`src/rtl/cdb_scheduler_pkg.sv`:
```
// Shared types and constants for the common-data-bus scheduler.
package cdb_scheduler_pkg;

    localparam int unsigned NUM_CDB = 2;

    typedef logic [3:0]                 cdb_age_t;
    typedef logic [$clog2(NUM_CDB)-1:0] cdb_sel_t;

endpackage

```
`src/rtl/cdb_scheduler_if.sv`:
```
// Clock/reset bundle shared by the scheduler and the combos around it.
interface IntfCSB;

    logic clk;
    logic reset;

    modport master (output clk, output reset);
    modport slave  (input  clk, input  reset);

endinterface

```
`src/rtl/cdb_scheduler_rr_picker.sv`:
```
// Combinational round-robin picker: lowest-index priority request wins,
// otherwise the first request at or after ptr, wrapping.
module rr_picker #(
    parameter int unsigned N = 8
) (
    input  logic [N-1:0]         req,
    input  logic [N-1:0]         prio,
    input  logic [$clog2(N)-1:0] ptr,
    output logic                 valid,
    output logic [$clog2(N)-1:0] idx
);

    localparam int unsigned IW = $clog2(N);

    logic [N-1:0] hi_mask;
    logic [N-1:0] starve;
    logic [N-1:0] upper;

    function automatic logic [IW-1:0] lowest(input logic [N-1:0] v);
        logic [IW-1:0] r;
        r = '0;
        for (int unsigned i = N; i > 0; i--) begin
            if (v[i-1]) r = IW'(i - 1);
        end
        return r;
    endfunction

    // Wrap-around search done as two passes: requests at or above ptr first,
    // then the full vector, which only matters when nothing lies above ptr.
    always_comb begin
        hi_mask = '0;
        for (int unsigned i = 0; i < N; i++) begin
            hi_mask[i] = (IW'(i) >= ptr);
        end
        starve = req & prio;
        upper  = req & hi_mask;
        valid  = |req;
        if (|starve)     idx = lowest(starve);
        else if (|upper) idx = lowest(upper);
        else             idx = lowest(req);
    end

endmodule

```
`src/rtl/cdb_scheduler.sv`:
```
// Grants up to one requester per CDB per cycle: round-robin with aging
// promotion, per-bus stall masking and flush; all outputs registered.
module cdb_scheduler
    import cdb_scheduler_pkg::*;
#(
    parameter int unsigned NUM_REQ      = 8,
    parameter int unsigned STARVE_LIMIT = 7
) (
    IntfCSB.slave                                        cs,
    input  logic [NUM_REQ-1:0]                           i_get_bus,
    input  logic [NUM_CDB-1:0]                           i_bus_stall,
    input  logic                                         i_flush,
    output logic [NUM_REQ-1:0]                           o_bus_granted,
    output cdb_sel_t [NUM_REQ-1:0]                       o_bus_selected,
    output logic [NUM_CDB-1:0]                           o_owner_valid,
    output logic [NUM_CDB-1:0][$clog2(NUM_REQ)-1:0]      o_owner
);

    localparam int unsigned IW = $clog2(NUM_REQ);

    logic [NUM_REQ-1:0]               grant_q, grant_d;
    cdb_sel_t [NUM_REQ-1:0]           sel_q, sel_d;
    logic [NUM_CDB-1:0]               vld_q, vld_d;
    logic [NUM_CDB-1:0][IW-1:0]       owner_q, owner_d;
    logic [IW-1:0]                    rr_ptr_q, rr_ptr_d;
    cdb_age_t                         age_q [NUM_REQ];
    cdb_age_t                         age_d [NUM_REQ];

    logic [NUM_REQ-1:0] elig, elig2, starving;
    logic [NUM_CDB-1:0] free;
    logic               v1, v2;
    logic [IW-1:0]      idx1, idx2;
    cdb_sel_t           bus1;

    function automatic logic [IW-1:0] next_ptr(input logic [IW-1:0] i);
        return (i == IW'(NUM_REQ - 1)) ? '0 : i + 1'b1;
    endfunction

    always_comb begin
        elig = i_get_bus & ~grant_q;
        for (int unsigned k = 0; k < NUM_REQ; k++) begin
            starving[k] = (age_q[k] == cdb_age_t'(STARVE_LIMIT));
        end
        elig2 = elig & ~(NUM_REQ'(1) << idx1);
    end

    rr_picker #(.N(NUM_REQ)) u_pick1 (
        .req   (elig),
        .prio  (starving),
        .ptr   (rr_ptr_q),
        .valid (v1),
        .idx   (idx1)
    );

    rr_picker #(.N(NUM_REQ)) u_pick2 (
        .req   (elig2),
        .prio  (starving),
        .ptr   (rr_ptr_q),
        .valid (v2),
        .idx   (idx2)
    );

    // Pick 1 lands on the lowest free bus; pick 2 only when both are free.
    always_comb begin
        free     = ~i_bus_stall;
        bus1     = free[0] ? cdb_sel_t'(0) : cdb_sel_t'(1);
        grant_d  = '0;
        sel_d    = '0;
        vld_d    = '0;
        owner_d  = '0;
        rr_ptr_d = rr_ptr_q;
        if (!i_flush && v1 && (|free)) begin
            grant_d[idx1] = 1'b1;
            sel_d[idx1]   = bus1;
            vld_d[bus1]   = 1'b1;
            owner_d[bus1] = idx1;
            rr_ptr_d      = next_ptr(idx1);
            if ((&free) && v2) begin
                grant_d[idx2] = 1'b1;
                sel_d[idx2]   = cdb_sel_t'(1);
                vld_d[1]      = 1'b1;
                owner_d[1]    = idx2;
                rr_ptr_d      = next_ptr(idx2);
            end
        end
    end

    always_comb begin
        for (int unsigned k = 0; k < NUM_REQ; k++) begin
            if (i_flush || !i_get_bus[k] || grant_d[k])
                age_d[k] = '0;
            else if (elig[k] && !starving[k])
                age_d[k] = age_q[k] + cdb_age_t'(1);
            else
                age_d[k] = age_q[k];
        end
    end

    always_ff @(posedge cs.clk) begin
        if (cs.reset) begin
            grant_q  <= '0;
            sel_q    <= '0;
            vld_q    <= '0;
            owner_q  <= '0;
            rr_ptr_q <= '0;
            age_q    <= '{default: '0};
        end else begin
            grant_q  <= grant_d;
            sel_q    <= sel_d;
            vld_q    <= vld_d;
            owner_q  <= owner_d;
            rr_ptr_q <= rr_ptr_d;
            age_q    <= age_d;
        end
    end

    assign o_bus_granted  = grant_q;
    assign o_bus_selected = sel_q;
    assign o_owner_valid  = vld_q;
    assign o_owner        = owner_q;

endmodule

```
`src/flat_wrapper.sv`:
```
// flat-port wrapper written by rule: the top's interface ports become plain ports
module cdb_scheduler_flat import cdb_scheduler_pkg::*;
#(
    parameter int unsigned NUM_REQ      = 8,
    parameter int unsigned STARVE_LIMIT = 7
)
  (i_get_bus, i_bus_stall, i_flush, o_bus_granted, o_bus_selected, o_owner_valid, o_owner, cs_clk, cs_reset);
  IntfCSB cs_i ();
  input  logic [NUM_REQ-1:0] i_get_bus;
  input  logic [NUM_CDB-1:0] i_bus_stall;
  input  logic i_flush;
  output logic [NUM_REQ-1:0] o_bus_granted;
  output cdb_sel_t [NUM_REQ-1:0] o_bus_selected;
  output logic [NUM_CDB-1:0] o_owner_valid;
  output logic [NUM_CDB-1:0][$clog2(NUM_REQ)-1:0] o_owner;
  input wire logic [$bits(cs_i.clk)-1:0] cs_clk;
  input wire logic [$bits(cs_i.reset)-1:0] cs_reset;
  assign cs_i.clk = cs_clk;
  assign cs_i.reset = cs_reset;
  cdb_scheduler #(.NUM_REQ(NUM_REQ), .STARVE_LIMIT(STARVE_LIMIT)) u_core (.cs(cs_i), .i_get_bus(i_get_bus), .i_bus_stall(i_bus_stall), .i_flush(i_flush), .o_bus_granted(o_bus_granted), .o_bus_selected(o_bus_selected), .o_owner_valid(o_owner_valid), .o_owner(o_owner));
endmodule
```
`config.mk`:
```
export PLATFORM = sky130hd
export DESIGN_NAME = cdb_scheduler_flat
export DESIGN_NICKNAME = d
export VERILOG_FILES = /design/src/rtl/cdb_scheduler_pkg.sv /design/src/rtl/cdb_scheduler_if.sv /design/src/rtl/cdb_scheduler_rr_picker.sv /design/src/rtl/cdb_scheduler.sv /design/src/flat_wrapper.sv
export SDC_FILE = /design/constraint.sdc
export NUM_CORES = 1
export LEC_CHECK = 0
export BUFFER_PORTS_ARGS = -buffer_cell sky130_fd_sc_hd__buf_4
export CELL_PAD_IN_SITES_DETAIL_PLACEMENT = 1
export CELL_PAD_IN_SITES_GLOBAL_PLACEMENT = 2
export CORE_UTILIZATION = 41
export CTS_BUF_LIST = sky130_fd_sc_hd__clkbuf_8
export DETAILED_ROUTE_END_ITERATION = 10
export PLACE_DENSITY_LB_ADDON = 0.08
export SLEW_MARGIN = 25
export SYNTH_ARGS = -nofsm -noshare
export SYNTH_HDL_FRONTEND = slang
export SYNTH_SLANG_ARGS = --single-unit
```
`constraint.sdc`:
```
create_clock -name cs_clk -period 8 [get_ports cs_clk]
set_input_delay 1.6 -clock cs_clk [delete_from_list [all_inputs] [get_ports cs_clk]]
set_output_delay 1.6 -clock cs_clk [all_outputs]
set_load 0.02 [all_outputs]
```
==> metrics <==
status complete, no violations; TritonCTS clock tree done; cell area after layout around 4400 um^2; DRT iter0 DRCs between 200 and 300; CTS root buf clkbuf_8; overall routing resource usage between 20% and 30%; Slew Limit Headroom approximately a third; Power Dens Cells between 150 and 200 nW/um^2; net count after synthesis between 400 and 500; CP endpoint u_core.age_q[8]; chip width 99.34 um; Tcrit/Tclk final 79.29%; post-synthesis sequential area ratio between 30% and 40%; Synth Register Bits ~60; first-pass GRT wire length 20.55 mm; R2R depth 15; cell type contributing the most total cell area after synthesis dfxtp_1; worst skew pair latency approximately 350 ps; Max Slew Vio Count 0; unrepaired setup endpoints after global routing false; share of cells above drive strength 1 about a fifth; ANT nets after route 0; Max-Cap Viols 0; synthesized instance count between 400 and 500; hold crit path type register to register; final-report setup violation count 0; Yosys top cell area share between 30% and 40%; starting density of the core around 42%; vias 3,831; FF-to-FF End u_core.age_q[8]; clock sinks between 50 and 60; DRT Pass-1 Iters 5; post-DR vias/cell 6.280; DRC 0; Critical R2R Launch u_core.rr_ptr_q[2]; worst endpoint required time 8230 ps; total I/O pin count 37; Synth Flop Type dfxtp_1; initial antenna violation count 0; Post-Syn Area between 3000 and 4000 um^2; Clock Skew ~17 ps; setup tns final 0 ps; DP Area ~4300 um^2; Peak VDD IR roughly 0.087 mV; placed wire-length estimate approximately 10 mm; clk slew on worst S/H paths around 70 ps; htree depth 3; crit-path max FO 11; syn avg cell area between 8 and 9 um^2; minimum clock period 6343 ps; area grow syn2layout 13.59%; Synth area leaders dfxtp_1 (30%), ha_1 (4.8%), nand2_1 (4.2%), nor2_1 (4.0%), nand3_1 (3.0%); Leak Pwr ~1.7 nW; Util after Layout 47.99%; worst hold slack between 500 and 600 ps; fmax between 150 and 200 MHz; CTS hold repair buffers 0; kind of critical path input pin to register; number of diodes 0; fin nets around 520; Arr. time, crit path between 6000 and 7000 ps; GPL Wtd Cong between 1 and 1.5; largest net degree at the start of global routing 22; Die Footprint between 9000 and 10,000 um^2; Yosys cell types just under 80; count of input and output buffers 36; crit path launch type input pin; Core Region around 9200 um^2; Worst Tran Pin Value slightly below 1000 ps; Post-synth EDFFs 0; Critical Path End Type register; synth warn 0; post-CTS setup buffers 0; Critical Path Start i_get_bus[4]; num rows 35; DIE HEIGHT slightly below 100 um; total wire length between 10 and 15 mm; CTS Buffer Depth 2; vias in the first global route between 3,000 and 4,000; worst reg2reg setup slack 2440 ps; drt wl/cell about 21 um; CTS buffer count 9; PostCTS Resize Cnt 0; total gr overflow 0; Fin. Hold Viols 0; Pwr Total between 800 and 900 uW; FFs w/ async S/R, synth 0%
[critical path, stage by stage]
cell      delay (ps)
buf_4            130
nand2b_1         300
nand2b_1         350
nand3_1          140
nor3_1           270
a32oi_1          160
o22ai_2          510
clkinv_1         490
ha_1             470
a31oi_1          370
nor4_1           160
and4bb_2         300
a211oi_4         490
nand4_2          320
o31ai_2          410
nor2_1            90
[how the worst min path moves through the flow]
| stage | start | end | cells past startpoint |
|---|---|---|---|
| 2_1_floorplan | u_core.age_q[21] | u_core.age_q[21] | 2 |
| 3_3_place_gp | u_core.age_q[17] | u_core.age_q[17] | 2 |
| 3_5_place_dp | u_core.age_q[17] | u_core.age_q[17] | 2 |
| 4_1_cts | u_core.age_q[17] | u_core.age_q[17] | 2 |
| 5_1_grt | u_core.age_q[25] | u_core.age_q[25] | 2 |
| 6_report | u_core.age_q[17] | u_core.age_q[17] | 2 |
[cells in the mapped netlist, types with 6 or more instances]
library cell	count
dfxtp_1	59
nand2_1	43
nor2_1	41
nand3_1	23
a21oi_1	20
nor3_1	20
ha_1	15
a211oi_1	14
o22ai_1	14
nor2b_1	13
o21ai_0	13
inv_1	12
nand2b_1	12
xnor2_1	9
mux2i_1	8
xor2_1	8
a31oi_1	6
and2_1	6
clkbuf_1	6
[state kept, by name, summed over array words and instances, names as in the netlist]
signal,count
u_core.o_bus_granted,8
u_core.o_bus_selected,8
u_core.o_owner_valid,2
u_core.rr_ptr_q,3
u_core.o_owner,6
u_core.age_q,32
[per-stage QoR]
stage / worst slack (ps) / instances
floorplan: 2633 / 456
global placement: 1535 / 594
detailed placement: 1477 / 594
CTS: 1825 / 610
global route: 1479 / 610
finish: 1657 / 610
[power breakdown]
part | internal [mW] | switching, mW
clock | 0.108 | 0.127
sequential | 0.302 | 0.0105
combinational | 0.0951 | 0.193
[routing by layer]
layer	share of wire, %	track usage [%]	vias up
met5	0	0	-
met4	2.2	9.050	0
met3	7.7	6.957	26
met2	45	41.29	157
met1	45	36.34	1854
li1	-	-	1794
[cell usage in the layout (no fill, tap or decap), drive strengths merged, types with 8 or more instances in the layout]
cell / Yosys / final
nor3: 23 / 23
nand2b: 13 / 13
o22ai: 16 / 16
ha: 15 / 15
buf: 7 / 40
nor2b: 14 / 14
nand3: 23 / 23
inv: 14 / 16
nor2: 41 / 41
dfxtp: 59 / 59
o21ai: 16 / 16
xnor2: 9 / 9
clkbuf: 6 / 9
a21oi: 21 / 21
mux2i: 8 / 8
a211oi: 15 / 15
xor2: 8 / 8
nand2: 44 / 44
[logic make-up (layout without fill, tap and decap cells)]
kind of cell,count (synthesis),count (layout),synth area share [%]
xor+xnor,17,17,3.833
fa+ha+maj,15,15,4.831
simple gates,197,197,27.41
mux,8,8,2.061
flops,59,59,30.40
buf+inv,28,71,3.446
compound gates,132,132,28.02
[layout make-up]
type / instances / area [um^2]
Timing Repair Buffer: 40 / 300.3
Clock inverter: 7 / 37.54
Tap cell: 111 / 138.9
Inverter: 15 / 61.31
Sequential cell: 59 / 1181
Clock buffer: 9 / 123.9
Multi-Input combinational cell: 369 / 2570
Fill cell: 1112 / 4783
No activity file was read; power rests on OpenSTA's default activity.
